`src/rtl/instr_decode_stage.sv`:
```
// IF/ID boundary stage: accepts fetched {pc, instr} over valid/ready,
// runs the main opcode decoder on the incoming word and holds the decoded
// result in a 2-entry skid buffer (main + skid). All ID-side outputs come
// from the main entry, and if_ready is derived from state flops only.
//
// Handshake: a transfer happens on a rising edge where valid and ready are
// both 1 (push = if_valid & if_ready, pop = id_valid & id_ready). Producers
// hold their payload stable while valid=1 and ready=0; this stage keeps all
// id_* outputs stable while id_valid=1 and id_ready=0.
module instr_decode_stage #(
  parameter int              XLEN      = 32,
  parameter logic [XLEN-1:0] NOP_INSTR = 32'h00000013
) (
  input  logic            clk,
  input  logic            rst,
  input  logic            flush,
  input  logic            if_valid,
  output logic            if_ready,
  input  logic [XLEN-1:0] if_pc,
  input  logic [XLEN-1:0] if_instr,
  output logic            id_valid,
  input  logic            id_ready,
  output logic [XLEN-1:0] id_pc,
  output logic [XLEN-1:0] id_instr,
  output logic [2:0]      id_imm_src,
  output logic            id_reg_write,
  output logic            id_mem_write,
  output logic            id_alu_src,
  output logic [1:0]      id_result_src,
  output logic [1:0]      id_alu_op,
  output logic            id_branch,
  output logic            id_jump,
  output logic            id_illegal,
  output logic [1:0]      dbg_state
);

  typedef enum logic [1:0] {
    ST_EMPTY = 2'd0,
    ST_ONE   = 2'd1,
    ST_FULL  = 2'd2
  } state_t;

  typedef struct packed {
    logic [2:0] imm_src;
    logic       reg_write;
    logic       mem_write;
    logic       alu_src;
    logic [1:0] result_src;
    logic [1:0] alu_op;
    logic       branch;
    logic       jump;
    logic       illegal;
  } ctrl_t;

  typedef struct packed {
    logic [XLEN-1:0] pc;
    logic [XLEN-1:0] instr;
    ctrl_t           ctrl;
  } entry_t;

  localparam ctrl_t  CTRL_NONE = '0;
  localparam entry_t ENTRY_RST = '{pc: '0, instr: NOP_INSTR, ctrl: CTRL_NONE};

  state_t state_q, state_d;
  entry_t main_q, main_d;
  entry_t skid_q, skid_d;
  ctrl_t  dec_ctrl;
  entry_t new_entry;
  logic   push;
  logic   pop;

  // Main opcode decoder on the word currently offered by fetch.
  always_comb begin
    dec_ctrl = CTRL_NONE;
    case (if_instr[6:0])
      7'b0000011: begin // lw
        dec_ctrl.reg_write  = 1'b1;
        dec_ctrl.alu_src    = 1'b1;
        dec_ctrl.result_src = 2'b01;
      end
      7'b0100011: begin // sw
        dec_ctrl.imm_src   = 3'b001;
        dec_ctrl.mem_write = 1'b1;
        dec_ctrl.alu_src   = 1'b1;
      end
      7'b0110011: begin // R-type
        dec_ctrl.reg_write = 1'b1;
        dec_ctrl.alu_op    = 2'b10;
      end
      7'b0010011: begin // I-type ALU
        dec_ctrl.reg_write = 1'b1;
        dec_ctrl.alu_src   = 1'b1;
        dec_ctrl.alu_op    = 2'b10;
      end
      7'b1100011: begin // conditional branch
        dec_ctrl.imm_src = 3'b010;
        dec_ctrl.alu_op  = 2'b01;
        dec_ctrl.branch  = 1'b1;
      end
      7'b1101111: begin // jal
        dec_ctrl.imm_src    = 3'b011;
        dec_ctrl.reg_write  = 1'b1;
        dec_ctrl.result_src = 2'b10;
        dec_ctrl.jump       = 1'b1;
      end
      7'b1100111: begin // jalr
        dec_ctrl.reg_write  = 1'b1;
        dec_ctrl.alu_src    = 1'b1;
        dec_ctrl.result_src = 2'b10;
        dec_ctrl.jump       = 1'b1;
      end
      7'b0110111, 7'b0010111: begin // lui, auipc
        dec_ctrl.imm_src   = 3'b100;
        dec_ctrl.reg_write = 1'b1;
        dec_ctrl.alu_src   = 1'b1;
      end
      default: begin
        // Unknown opcodes still travel down the pipe, flagged for the trap logic.
        dec_ctrl.illegal = 1'b1;
      end
    endcase
  end

  // Handshake terms; ready/valid depend on the state flop only.
  always_comb begin
    if_ready  = (state_q != ST_FULL);
    id_valid  = (state_q != ST_EMPTY);
    push      = if_valid & if_ready;
    pop       = id_valid & id_ready;
    new_entry = '{pc: if_pc, instr: if_instr, ctrl: dec_ctrl};
  end

  // Next-state and buffer update; flush overrides any push/pop this cycle.
  always_comb begin
    state_d = state_q;
    main_d  = main_q;
    skid_d  = skid_q;
    if (flush) begin
      state_d = ST_EMPTY;
      main_d  = ENTRY_RST;
      skid_d  = ENTRY_RST;
    end else begin
      case (state_q)
        ST_EMPTY: begin
          if (push) begin
            main_d  = new_entry;
            state_d = ST_ONE;
          end
        end
        ST_ONE: begin
          if (push && pop) begin
            main_d = new_entry;
          end else if (push) begin
            skid_d  = new_entry;
            state_d = ST_FULL;
          end else if (pop) begin
            state_d = ST_EMPTY;
          end
        end
        ST_FULL: begin
          // Fetch is stalled here, so only a pop can move things.
          if (pop) begin
            main_d  = skid_q;
            skid_d  = ENTRY_RST;
            state_d = ST_ONE;
          end
        end
        default: begin
          state_d = ST_EMPTY;
          main_d  = ENTRY_RST;
          skid_d  = ENTRY_RST;
        end
      endcase
    end
  end

  // State and both buffer entries; reset discards everything.
  always_ff @(posedge clk) begin
    if (rst) begin
      state_q <= ST_EMPTY;
      main_q  <= ENTRY_RST;
      skid_q  <= ENTRY_RST;
    end else begin
      state_q <= state_d;
      main_q  <= main_d;
      skid_q  <= skid_d;
    end
  end

  // ID-side outputs are taken straight from the main entry flops.
  always_comb begin
    id_pc         = main_q.pc;
    id_instr      = main_q.instr;
    id_imm_src    = main_q.ctrl.imm_src;
    id_reg_write  = main_q.ctrl.reg_write;
    id_mem_write  = main_q.ctrl.mem_write;
    id_alu_src    = main_q.ctrl.alu_src;
    id_result_src = main_q.ctrl.result_src;
    id_alu_op     = main_q.ctrl.alu_op;
    id_branch     = main_q.ctrl.branch;
    id_jump       = main_q.ctrl.jump;
    id_illegal    = main_q.ctrl.illegal;
    dbg_state     = state_q;
  end

endmodule

```
`config.mk`:
```
export PLATFORM = sky130hd
export DESIGN_NAME = instr_decode_stage
export DESIGN_NICKNAME = d
export VERILOG_FILES = /design/src/rtl/instr_decode_stage.sv
export SDC_FILE = /design/constraint.sdc
export NUM_CORES = 1
export LEC_CHECK = 0
export ABC_CLOCK_PERIOD_IN_PS = 3000
export CAP_MARGIN = 20
export CORE_UTILIZATION = 25
export DETAILED_ROUTE_END_ITERATION = 10
export SYNTH_ARGS = -nofsm -noshare
export SYNTH_HDL_FRONTEND = slang
export SYNTH_SLANG_ARGS = --single-unit
```
`constraint.sdc`:
```
create_clock -name clk -period 3 [get_ports clk]
set_input_delay 0.6 -clock clk [delete_from_list [all_inputs] [get_ports clk]]
set_output_delay 0.6 -clock clk [all_outputs]
set_load 0.01 [all_outputs]
```
## After elaboration in Yosys (flattened, before gate mapping)

Index checks and enable logic that the tools add are counted.

- Bits of input ports: 69
- Output and inout port bits: 81
- Register bits after elaboration: 156
- Word-level logic and storage cells: 79

- Equal/unequal tests: 18
- Bitwise logic cells: 3
- Multiplexer cells: 22
- Reduce and logical (&&, ||, !) cells: 13

Operators by type and width:

| kind | count |
|---|---|
| 77-bit case mux with 3 select lines | 2 |
| 77-bit 2-to-1 mux | 5 |
| 7-bit by 6-bit == test with 1-bit output (second input constant) | 3 |
| 7-bit == test (second input constant) | 3 |
| 7-bit by 5-bit == test with 1-bit output (second input constant) | 2 |
| 2-bit inequality test (second input constant) | 6 |
| 3-bit case mux with 4 select lines | 1 |
| 2-bit 2-to-1 mux | 5 |
| 9-bit OR reduction | 1 |
| 2-bit case mux with 2 select lines | 2 |
| 4-bit AND reduction | 2 |
| 2-bit OR reduction | 4 |
| 7-bit by 2-bit == test with 1-bit output (second input constant) | 1 |
| 7-bit OR reduction | 1 |
| 1-bit 2-to-1 mux | 6 |
| 2-bit case mux with 3 select lines | 1 |
| 6-bit OR reduction | 1 |
| 3-bit inequality test (second input constant) | 1 |
| 3-bit AND reduction | 1 |
| 1-bit bitwise AND | 2 |
| 2-bit by 1-bit == test with 1-bit output (second input constant) | 1 |
| 2-bit == test (second input constant) | 1 |
| 2-bit logical NOT | 1 |
| 2-bit nonzero test | 1 |
| 2 further kinds | 2 |

## Logic depth before layout (Yosys ltp)

Gate-level depths: netlist (run 1).

- Depth in word-level cells: 6
- Depth in mapped cells: 8
- Mapped depth without buffers: 4

## Worst setup path before layout (run 1)

Ideal clock, no wire load.

- Path kind: reg-to-output
- From: register state_q[1], in the netlist dbg_state[1]
- To: output port id_valid
- Required time: 2,400 ps
- Stages on the path, launching flop included: 5
- Path buffers: 3
- Setup slack: 1,119 ps
- Arrival time: 1,281 ps
- Path through: dfxtp_1 > buf_2 > buf_1 > buf_1 > or2_2

- Longest elaborated chain between the ends: 1

RTL lines:

| what | line | RTL |
|---|---|---|
| start, declared | 64 | `state_t state_q, state_d;` |
| start signal, assigned | 184 | `state_q <= state_d;` |
| 2-bit nonzero test | 127 | `id_valid = (state_q != ST_EMPTY);` |
| end, declared | 21 | `output logic id_valid,` |

No other way between the ends.

## Worst setup path in the final report (run 1)

- From: register state_q[1], in the netlist dbg_state[1]
- To: output port dbg_state[1]

RTL lines:

| what | line | RTL |
|---|---|---|
| end, declared | 34 | `output logic [1:0] dbg_state` |

No word-level cell between the ends.

==> impl_results.md, run 1 <==
- CP endpoint kind: output port
- Gr ovfl total: 0
- CP required: approximately 2.4 ns
- Worst skew pair latency: between 0.4 and 0.5 ns
- Switching part of the total: 24.8%
- Total power draw: 5.08 mW
- Async SR Flop Fraction: 0%
- Post-synth top cells: nor2_1, dfxtp_1, nand2_1
- Cell area after layout: 9050 sq um
- Net switching power: between 1 and 1.5 mW
- CTS buffer count: 17
- RSZ-0062 raised after global routing: false
- # IOs: 150
- Syn_area_per_cell: about 7.6 sq um
- Worst r2r src: dbg_state[0]
- Die Y: about 160 um
- Distinct cells, synth: 45
- Initial antenna violation count: 1
- Outcome: finished clean
- Cell Count Post-Placement: ~1.3k
- Post-CTS setup buffers: 0
- Startpoint class of the critical path: flop
- Slew Viols, Final: 0
- Met3 WL post-DR: about 1000 um
- Relative slew margins: about two fifths
- Maxcap violations: 0
- Sequential area share after synthesis: between 40 and 50%
- Seq. cell area: about 3100 sq um
- Post-CTS Hold Buffers: 0
- Hold Fails Final Rpt: 0
- CTS tree: done
- Comb pwr share: 11.5%
- Finished Core Util: 34.7%
- Area occupied by multi-input gates: just under 3000 sq um
- Reg power frac: a little over two fifths
- Top cell type's share of synthesized area: 47.1%
- Post-Place Setup Slack: roughly 0.54 ns
- Met1 Routed Length: 9260 um
- Leak: about 3.4 nW
- Min Tclk post-route: between 2 and 2.5 ns
- Detail-routed net length per standard cell: around 15 um
- Largest net degree at the start of global routing: 92
- DRT iter0 DRCs: roughly 360
- Dpl cell area: 8420 sq um
- Crit path launch: dbg_state[1]
- Worst-margin pin slew: slightly below 0.9 ns
- Hold crit path type: reg -> reg
- Root buffer cell: clkbuf_16
- Number of cells produced by synthesis: between 800 and 900
- Worst-path clk slew: ~0.060 ns
- First-pass GRT wire length: just over 30000 um
- Via density: roughly 4.7
- Most used DFF post-synth: dfxtp_1
- Clock power frac: between 40% and 50%
- Remaining DRCs: 0
- I/O Buffers: between 100 and 150
- Top post-synthesis cells by area: dfxtp_1, nor2_1, a22oi_1
- Fmax: between 400 and 500 MHz
- Clock net sink count: ~160
- Post-synth EDFFs: 0
- Nets: roughly 1.1k
- H-tree Lvls: 4
- Syn Nets: 940
- Yosys warns: 0
- Initial Utilization: between 20 and 30%
- Internal Power: around 3.8 mW
- Setup CP Type: reg -> out
- Final worst clock skew: 0.0107 ns
- Netlist Area Pre-Place: 6630 sq um
- GP Congestion: between 0.7 and 0.8
- Die area: 27200 sq um
- Post-synthesis register bit count: 156
- CP arrival: roughly 1.9 ns
- Max FO, Critical Path: 53
- Clock buffer depth: 2
- Top Layer Used: met4
- Worst vdd ir: about 0.33 mV
- Hold_ws: between 0.4 and 0.5 ns
- Worst setup margin: approximately 0.52 ns
- Area delta synth->final: 36.6%
- Via count: 6207
- TNS Setup: 0 ns
- Power Density: roughly 560 nW/um^2
- Final antenna-violating net count: 0
- Vias in the first global route: between 5k and 6k
- Cell taking the most area after synthesis: dfxtp_1
- Most frequent cell after synthesis: nor2_1
- Layout cells sized above 1: under 10%
- Setup Viol. Count Final: 0
- Drt first pass iters: 5
- Total wire length: 19500 um
- Metal2 WL: ~9000 um
- CTS resizes: 0
- Final non-filler cell total: roughly 1.3k
- Dpl hpwl: about 12000 um
- Global Route Usage Sum: approximately 15%
- Core area: 26100 sq um
- # fillers: 2745
- Die X: ~160 um
- Row Count: a little under 60
- Fin crit share: between 80% and 90%
- Hold Path Origin: skid_q[12]
## logic make-up (layout without fill, tap and decap cells)
| logic type | count (synthesis) | in the layout | synth area share (%) |
|---|---|---|---|
| other | 0 | 1 | 0 |
| DFF | 156 | 156 | 47.1 |
| buffers and inverters | 143 | 270 | 9.06 |
| AOI/OAI and AO/OA | 192 | 192 | 19.3 |
| muxes | 1 | 1 | 0.151 |
| and+or+nand+nor | 378 | 378 | 24.2 |
| xor gates and xnor gates | 1 | 1 | 0.132 |
## per-layer routing
metal,up-vias,track usage (%)
met4,0,3.92
met2,137,23.6
met1,2892,19.5
met5,-,0
met3,13,3.72
li1,3165,-
## layout by cell type (no fill, tap or decap), types with 3 or more instances in the layout
cell / instances
nor2b_1: 5
nor2_1: 200
nand3_1: 9
buf_4: 23
nor3_1: 66
o2bb2ai_1: 3
a32oi_1: 3
bufinv_16: 4
a211oi_1: 3
dfxtp_1: 154
a21oi_1: 26
nand2_1: 80
o22ai_1: 60
clkdlybuf4s50_1: 149
a22oi_1: 62
clkinv_2: 4
inv_1: 64
o21ai_0: 18
o211ai_1: 4
nand4_1: 4
clkbuf_16: 17
## path summary, 6_finish.rpt
path	to	slack, ns	depth (start not counted)
worst max-delay path	dbg_state[1]	0.52	2
worst max register to register	id_pc[2]	0.83	6
worst min register to register	skid_q[12]	0.45	2
worst min-delay path	skid_q[12]	0.45	2
## registers in the layout, summed over array words and instances (netlist names)
register / flops
dbg_state: 2
id_alu_op: 2
id_alu_src: 1
id_branch: 1
id_illegal: 1
id_imm_src: 3
id_instr: 32
id_jump: 1
id_mem_write: 1
id_pc: 32
id_reg_write: 1
id_result_src: 2
skid_q: 77
## critical path, cell delays in order, from the launching register on
cell,delay [ns]
dfxtp_4,0.35
buf_4,0.46
clkdlybuf4s50_1,0.64
## power groups by stage
stage / clock, mW / combinational (mW) / sequential, mW
final: 2.34 / 0.585 / 2.16
after global routing: 2.49 / 0.648 / 2.16
after CTS: 2.41 / 0.593 / 2.16
after detailed placement: 0 / 0.592 / 2.20
after global placement: 0 / 0.587 / 2.20
after floorplan: 0 / 0.284 / 2.22
## layout make-up
cell class	instances	share of cell area (%)
well taps	335	4.63
flip-flops and latches	156	34.5
inverters	64	2.65
repair buffers	174	18.8
clock inverters	14	2.13
diodes	1	0.0276
multi-input cells	572	32.3
clock buffers	18	4.85
No activity file was read; power rests on OpenSTA's default activity.
==> run 2, diff against run 1 <==
ABC_CLOCK_PERIOD_IN_PS = 2400   (was 3000)
clock period = 2.4 ns   (was 3 ns; I/O delays follow)
==> impl_results.md, run 2 (synthesis results as in run 1) <==
- Reg power frac: 43.4% (+1.0 points)
- Worst r2r path cells: 6 (unchanged)
- Post-CTS setup buffers: 0 (unchanged)
- Worst-margin pin slew: 0.491 ns (-0.402 ns)
- Largest net degree at the start of global routing: 69 (-25%)
- Final antenna-violating net count: 0 (unchanged)
- DRT iter0 DRCs: 396 (+8.8%)
- Via count: 6244 (+0.60%)
- Relative slew margins: 67.3% (+27 points)
- CP required: 1.92 ns (-0.48 ns)
- Top reg by flops: skid_q
- CTS buffer count: 17 (unchanged)
- Root buffer cell: clkbuf_16
- # fillers: 2727 (-0.66%)
- Hold EP: skid_q[2]
- GP Congestion: 0.759 (+3.2%)
- Global Route Usage Sum: 14.3% (-0.43 points)
- Outcome: finished clean
- Internal Power: 4.65 mW (+22%)
- Setup CP Type: reg -> out
- Dpl hpwl: 12200 um (-1.4%)
- Clock power frac: 44.7% (-1.4 points)
- Fmax: 449 MHz
- CP endpoint kind: output port
- Most frequent cells in the layout: nor2_1, dfxtp_1, clkdlybuf4s50_1, nand2_1, nor3_1
- First-pass GRT wire length: 30800 um (-1.1%)
- Critical Path, Cell by Cell: or2_2, clkdlybuf4s50_1
- Max FFs per register: 77 (unchanged)
- Post-CTS Hold Buffers: 0 (unchanged)
- Maxcap violations: 0 (unchanged)
- CP arrival: 1.75 ns (-0.13 ns)
- Via density: 4.68 (+0.60%)
- Total power draw: 6.21 mW (+22%)
- Max FO, Critical Path: 32 (-40%)
- Die area: 27200 sq um (unchanged)
- Leak: 3.37 nW (+0.45%)
- Initial Utilization: 25.4% (unchanged)
- Number of diodes: 0 (-1)
- I/O Buffers: 149 (unchanged)
- FF-to-FF End: skid_q[70]
- Power Density: 682 nW/um^2 (+22%)
- Worst vdd ir: 0.385 mV (+18%)
- Setup Viol. Count Final: 0 (unchanged)
- Drt first pass iters: 5 (unchanged)
- Crit path max-delay family: flip-flops
- Slew Viols, Final: 0 (unchanged)
- Row Count: 59 (unchanged)
- CP Buf/Inv Count: 1 (-1)
- Die X: 165 um (unchanged)
- Startpoint class of the critical path: flop
- Post-Place Setup Slack: 0.123 ns (-0.420 ns)
- RSZ-0062 raised after global routing: false
- Worst skew pair latency: 0.42 ns (about the same)
- Min Tclk post-route: 2.23 ns
- Max incr delay on CP: 0.59 ns (-0.05 ns)
- Core area: 26100 sq um (unchanged)
- Final worst clock skew: 0.0104 ns (-0.000257 ns)
- Gr ovfl total: 0 (unchanged)
- Worst-path clk slew: 0.07 ns (about the same)
- H-tree Lvls: 4 (unchanged)
- CTS resizes: 0 (unchanged)
- Worst R2R Setup Slack: 0.42 ns (-0.41 ns)
- Worst setup margin: 0.174 ns (-0.343 ns)
- Total wire length: 19000 um (-2.7%)
- TNS Setup: 0 ns (unchanged)
- Detail-routed net length per standard cell: 14.2 um (-2.7%)
- Clock net sink count: 156 (unchanged)
- Comb pwr share: 11.9% (+0.4 points)
- Worst r2r src: dbg_state[1]
- Remaining DRCs: 0 (unchanged)
- Die Y: 165 um (unchanged)
- Hold crit path type: reg -> reg
- Hold Path Origin: skid_q[2]
- Hold path depth: 2 (unchanged)
- Hold Fails Final Rpt: 0 (unchanged)
- Clock buffer depth: 2 (unchanged)
- CTS tree: done
- # IOs: 150 (unchanged)
- Area delta synth->final: 37.3%
- Most common cell after layout, fill and taps aside: nor2_1
- Vias in the first global route: 6071 (+5.7%)
- Nets: 1055 (+0.095%)
- Initial antenna violation count: 0 (-1)
- Slowest cell on the critical path: dfxtp_4
- Layout cells sized above 1: 6.91% (-0.11 points)
- Net switching power: 1.56 mW (+23%)
- Fin crit share: 92.7%
- Switching part of the total: 25.1% (+0.26 points)
[run 2: how the worst max path moves through the flow]
stage / from / endpoint / depth (start not counted)
after floorplan: dbg_state[1] / id_valid / 4
after global placement: if_instr[2] / id_imm_src[0] / 5
after detailed placement: if_instr[2] / id_imm_src[0] / 5
after CTS: dbg_state[1] / id_valid / 2
after global routing: dbg_state[1] / if_ready / 3
final: dbg_state[1] / id_valid / 2
[run 2: worst reg2reg max path, delay by kind of cell (launching register included)]
family,cells,cell delay (ns)
buffers and inverters,2,0.64
flip-flops,1,0.59
AND/OR/NAND/NOR,3,0.39
AO/OA/AOI/OAI,1,0.24
[run 2: layer usage]
layer,GRT usage (%),part of all wire (%),vias to the layer above
met5,0,0,-
met3,3.16,4.9,14
met2,23.7,48,140
li1,-,-,3171
met1,18.1,46,2919
met4,5.00,1.3,0
[run 2: through the flow]
| stage | std cells | cell area, sq um | util, % | hold slack (ns) |
|---|---|---|---|---|
| after floorplan | 871 | 6630 | - | 0.432 |
| after global placement | 1302 | 8500 | 32.6 | 0.439 |
| after detailed placement | 1302 | 8500 | 32.6 | 0.447 |
| after CTS | 1334 | 9100 | 34.9 | 0.459 |
| after global routing | 1334 | 9100 | 34.9 | 0.478 |
| final | 1334 | 9100 | 34.9 | 0.453 |
[run 2: power groups by stage]
stage          clock, mW  sequential, mW  combinational [mW]
3_3_place_gp           0            2.75               0.744
6_report            2.78            2.69               0.742
2_1_floorplan          0            2.77               0.355
5_1_grt             2.97            2.70               0.820
4_1_cts             2.87            2.69               0.750
3_5_place_dp           0            2.75               0.748
[run 2: cell type report]
| type | count | area [sq um] | area share (%) |
|---|---|---|---|
| Inverter | 64 | 240 | 2.64 |
| Tap cell | 335 | 419 | 4.60 |
| Multi-Input combinational cell | 572 | 2930 | 32.2 |
| Timing Repair Buffer | 175 | 1790 | 19.6 |
| Clock buffer | 21 | 472 | 5.18 |
| Clock inverter | 11 | 129 | 1.42 |
| Sequential cell | 156 | 3130 | 34.4 |
==> edit, RTL diff (flow settings as in run 2) <==
`XLEN`: 32 -> 24.
--- a/src/rtl/instr_decode_stage.sv
+++ b/src/rtl/instr_decode_stage.sv
@@ -9,5 +9,5 @@
 // id_* outputs stable while id_valid=1 and id_ready=0.
 module instr_decode_stage #(
-  parameter int              XLEN      = 32,
+  parameter int              XLEN      = 24,
   parameter logic [XLEN-1:0] NOP_INSTR = 32'h00000013
 ) (
Interface: changed (resized id_instr, id_pc, if_instr and if_pc); port bits go from 150 to 118. The function was not compared with the original's and may differ.
==> edit against run 2 <==
- cell area fell by 21%
- synthesized area fell by 21%
- clock power fell by 13%
- register-to-register slack improved by 0.28 ns
- sequential cell count fell by 32
- wire length fell by 16%
- global-route usage rose by 1.1 points
- via count fell by 25%
- worst setup slack improved by 0.051 ns
- clock skew rose by 0.0083 ns
- power fell by 17%
- sequential power fell by 20%
- largest power group unchanged
==> edit: results (changes against run 2) <==
Parameter                              Value

Logic synthesis
  Top cell types by occurrence after synthesis ... 124 x sky130_fd_sc_hd__dfxtp_1, 97 x sky130_fd_sc_hd__a22oi_1, 66 x sky130_fd_sc_hd__a21oi_1
  Sequential cell area fraction in the yosys report ... 47.3% (+0.14 points)
  Post-synthesis cell count ... 566 (-35%)
  Dominant cells by area after synthesis ... sky130_fd_sc_hd__dfxtp_1 47%, sky130_fd_sc_hd__a22oi_1 14%, sky130_fd_sc_hd__a211oi_1 7.7%, sky130_fd_sc_hd__a21oi_1 6.3%, sky130_fd_sc_hd__nor2_1 4.6%
  Net count after synthesis ... 619 (-34%)
  Synth cell types ... 49 (+8.9%)

Place
  Final HPWL from detailed placement ... 9.96 mm (-18%)
  Final weighted congestion in routability-driven placement ... 0.796 (+4.8%)

Route
  Initial DRC Count ... 336 (-15%)
  Total via count after detailed routing ... 4707 (-25%)
  DR WL/cell ... 16.8 um (+18%)
  First-pass iteration count of the detailed router ... 4 (-1)

Critical path
  Largest fanout on the critical path ... 11 (-66%)
  Crit path max-delay cell type ... sky130_fd_sc_hd__clkdlybuf4s50_1

Layout
  Number of flip-flops under the largest register name ... 61 (-21%)
  Non-filler instance count after layout ... 946 (-29%)
  Layout cell share with drive strength beyond 1 ... 10.7% (+3.7 points)
  Layout filler cell count ... 2132 (-22%)

Timing
  Setup Skew ... 0.0188 ns (+0.00833 ns)

Global routing
  Fraction of met1 tracks used by global routing ... 19.8% (+1.7 points)
  First-pass GRT wire length ... 25.8 mm (-16%)
  Pin count of the biggest net entering global routing ... 75 (+8.7%)
  Combined global-route utilization of all metal layers ... 15.4% (+1.1 points)

Power and ir drop
  Static leakage ... 2.44 nW (-28%)
  Maximum resistive drop on vdd ... 0.000408 V (+6.0%)

Outcome
  Status ... finished, final reports clean
==> edit: worst paths after layout <==
path / start / depth (start not counted) / end / slack (ns)
setup / recovery: dbg_state[0] / 3 / id_valid / 0.23
setup reg to reg: dbg_state[1] / 6 / id_instr[5] / 0.70
hold / removal: skid_q[4] / 2 / skid_q[4] / 0.46
hold reg to reg: skid_q[4] / 2 / skid_q[4] / 0.46
==> edit: kinds of logic (layout without fill, tap and decap cells) <==
| group | after synthesis | after routing | share of synthesized area [%] |
|---|---|---|---|
| AOI/OAI and AO/OA | 249 | 249 | 32.5 |
| DFF | 124 | 124 | 47.3 |
| and+or+nand+nor | 121 | 121 | 11.6 |
| buffers and inverters | 68 | 178 | 7.91 |
| muxes | 3 | 3 | 0.572 |
| xor gates and xnor gates | 1 | 1 | 0.167 |
==> edit: per-stage QoR <==
stage	utilization (%)	setup slack (ns)	area (sq um)
2_1_floorplan	-	0.890	5250
3_3_place_gp	32.6	0.232	6660
3_5_place_dp	32.6	0.195	6660
4_1_cts	35.3	0.182	7220
5_1_grt	35.3	0.142	7220
6_report	35.3	0.225	7220
==> edit: cell type report <==
class	count	share of cell area [%]
clock inverters	7	0.867
repair buffers	143	20.1
flip-flops and latches	124	34.4
multi-input cells	374	32.9
inverters	3	0.156
clock buffers	25	6.87
well taps	270	4.68
==> edit: report_power, final <==
group          switching, W  internal (W)
Combinational      0.000286      0.000285
Clock              0.000902       0.00152
Sequential        0.0000287       0.00211
Total               0.00122       0.00392
==> edit: routing by layer <==
layer | up-vias | part of all wire [%]
met4 | 2 | 0.28
met2 | 123 | 45
li1 | 2326 | -
met5 | - | 0.082
met1 | 2252 | 48
met3 | 4 | 6.3
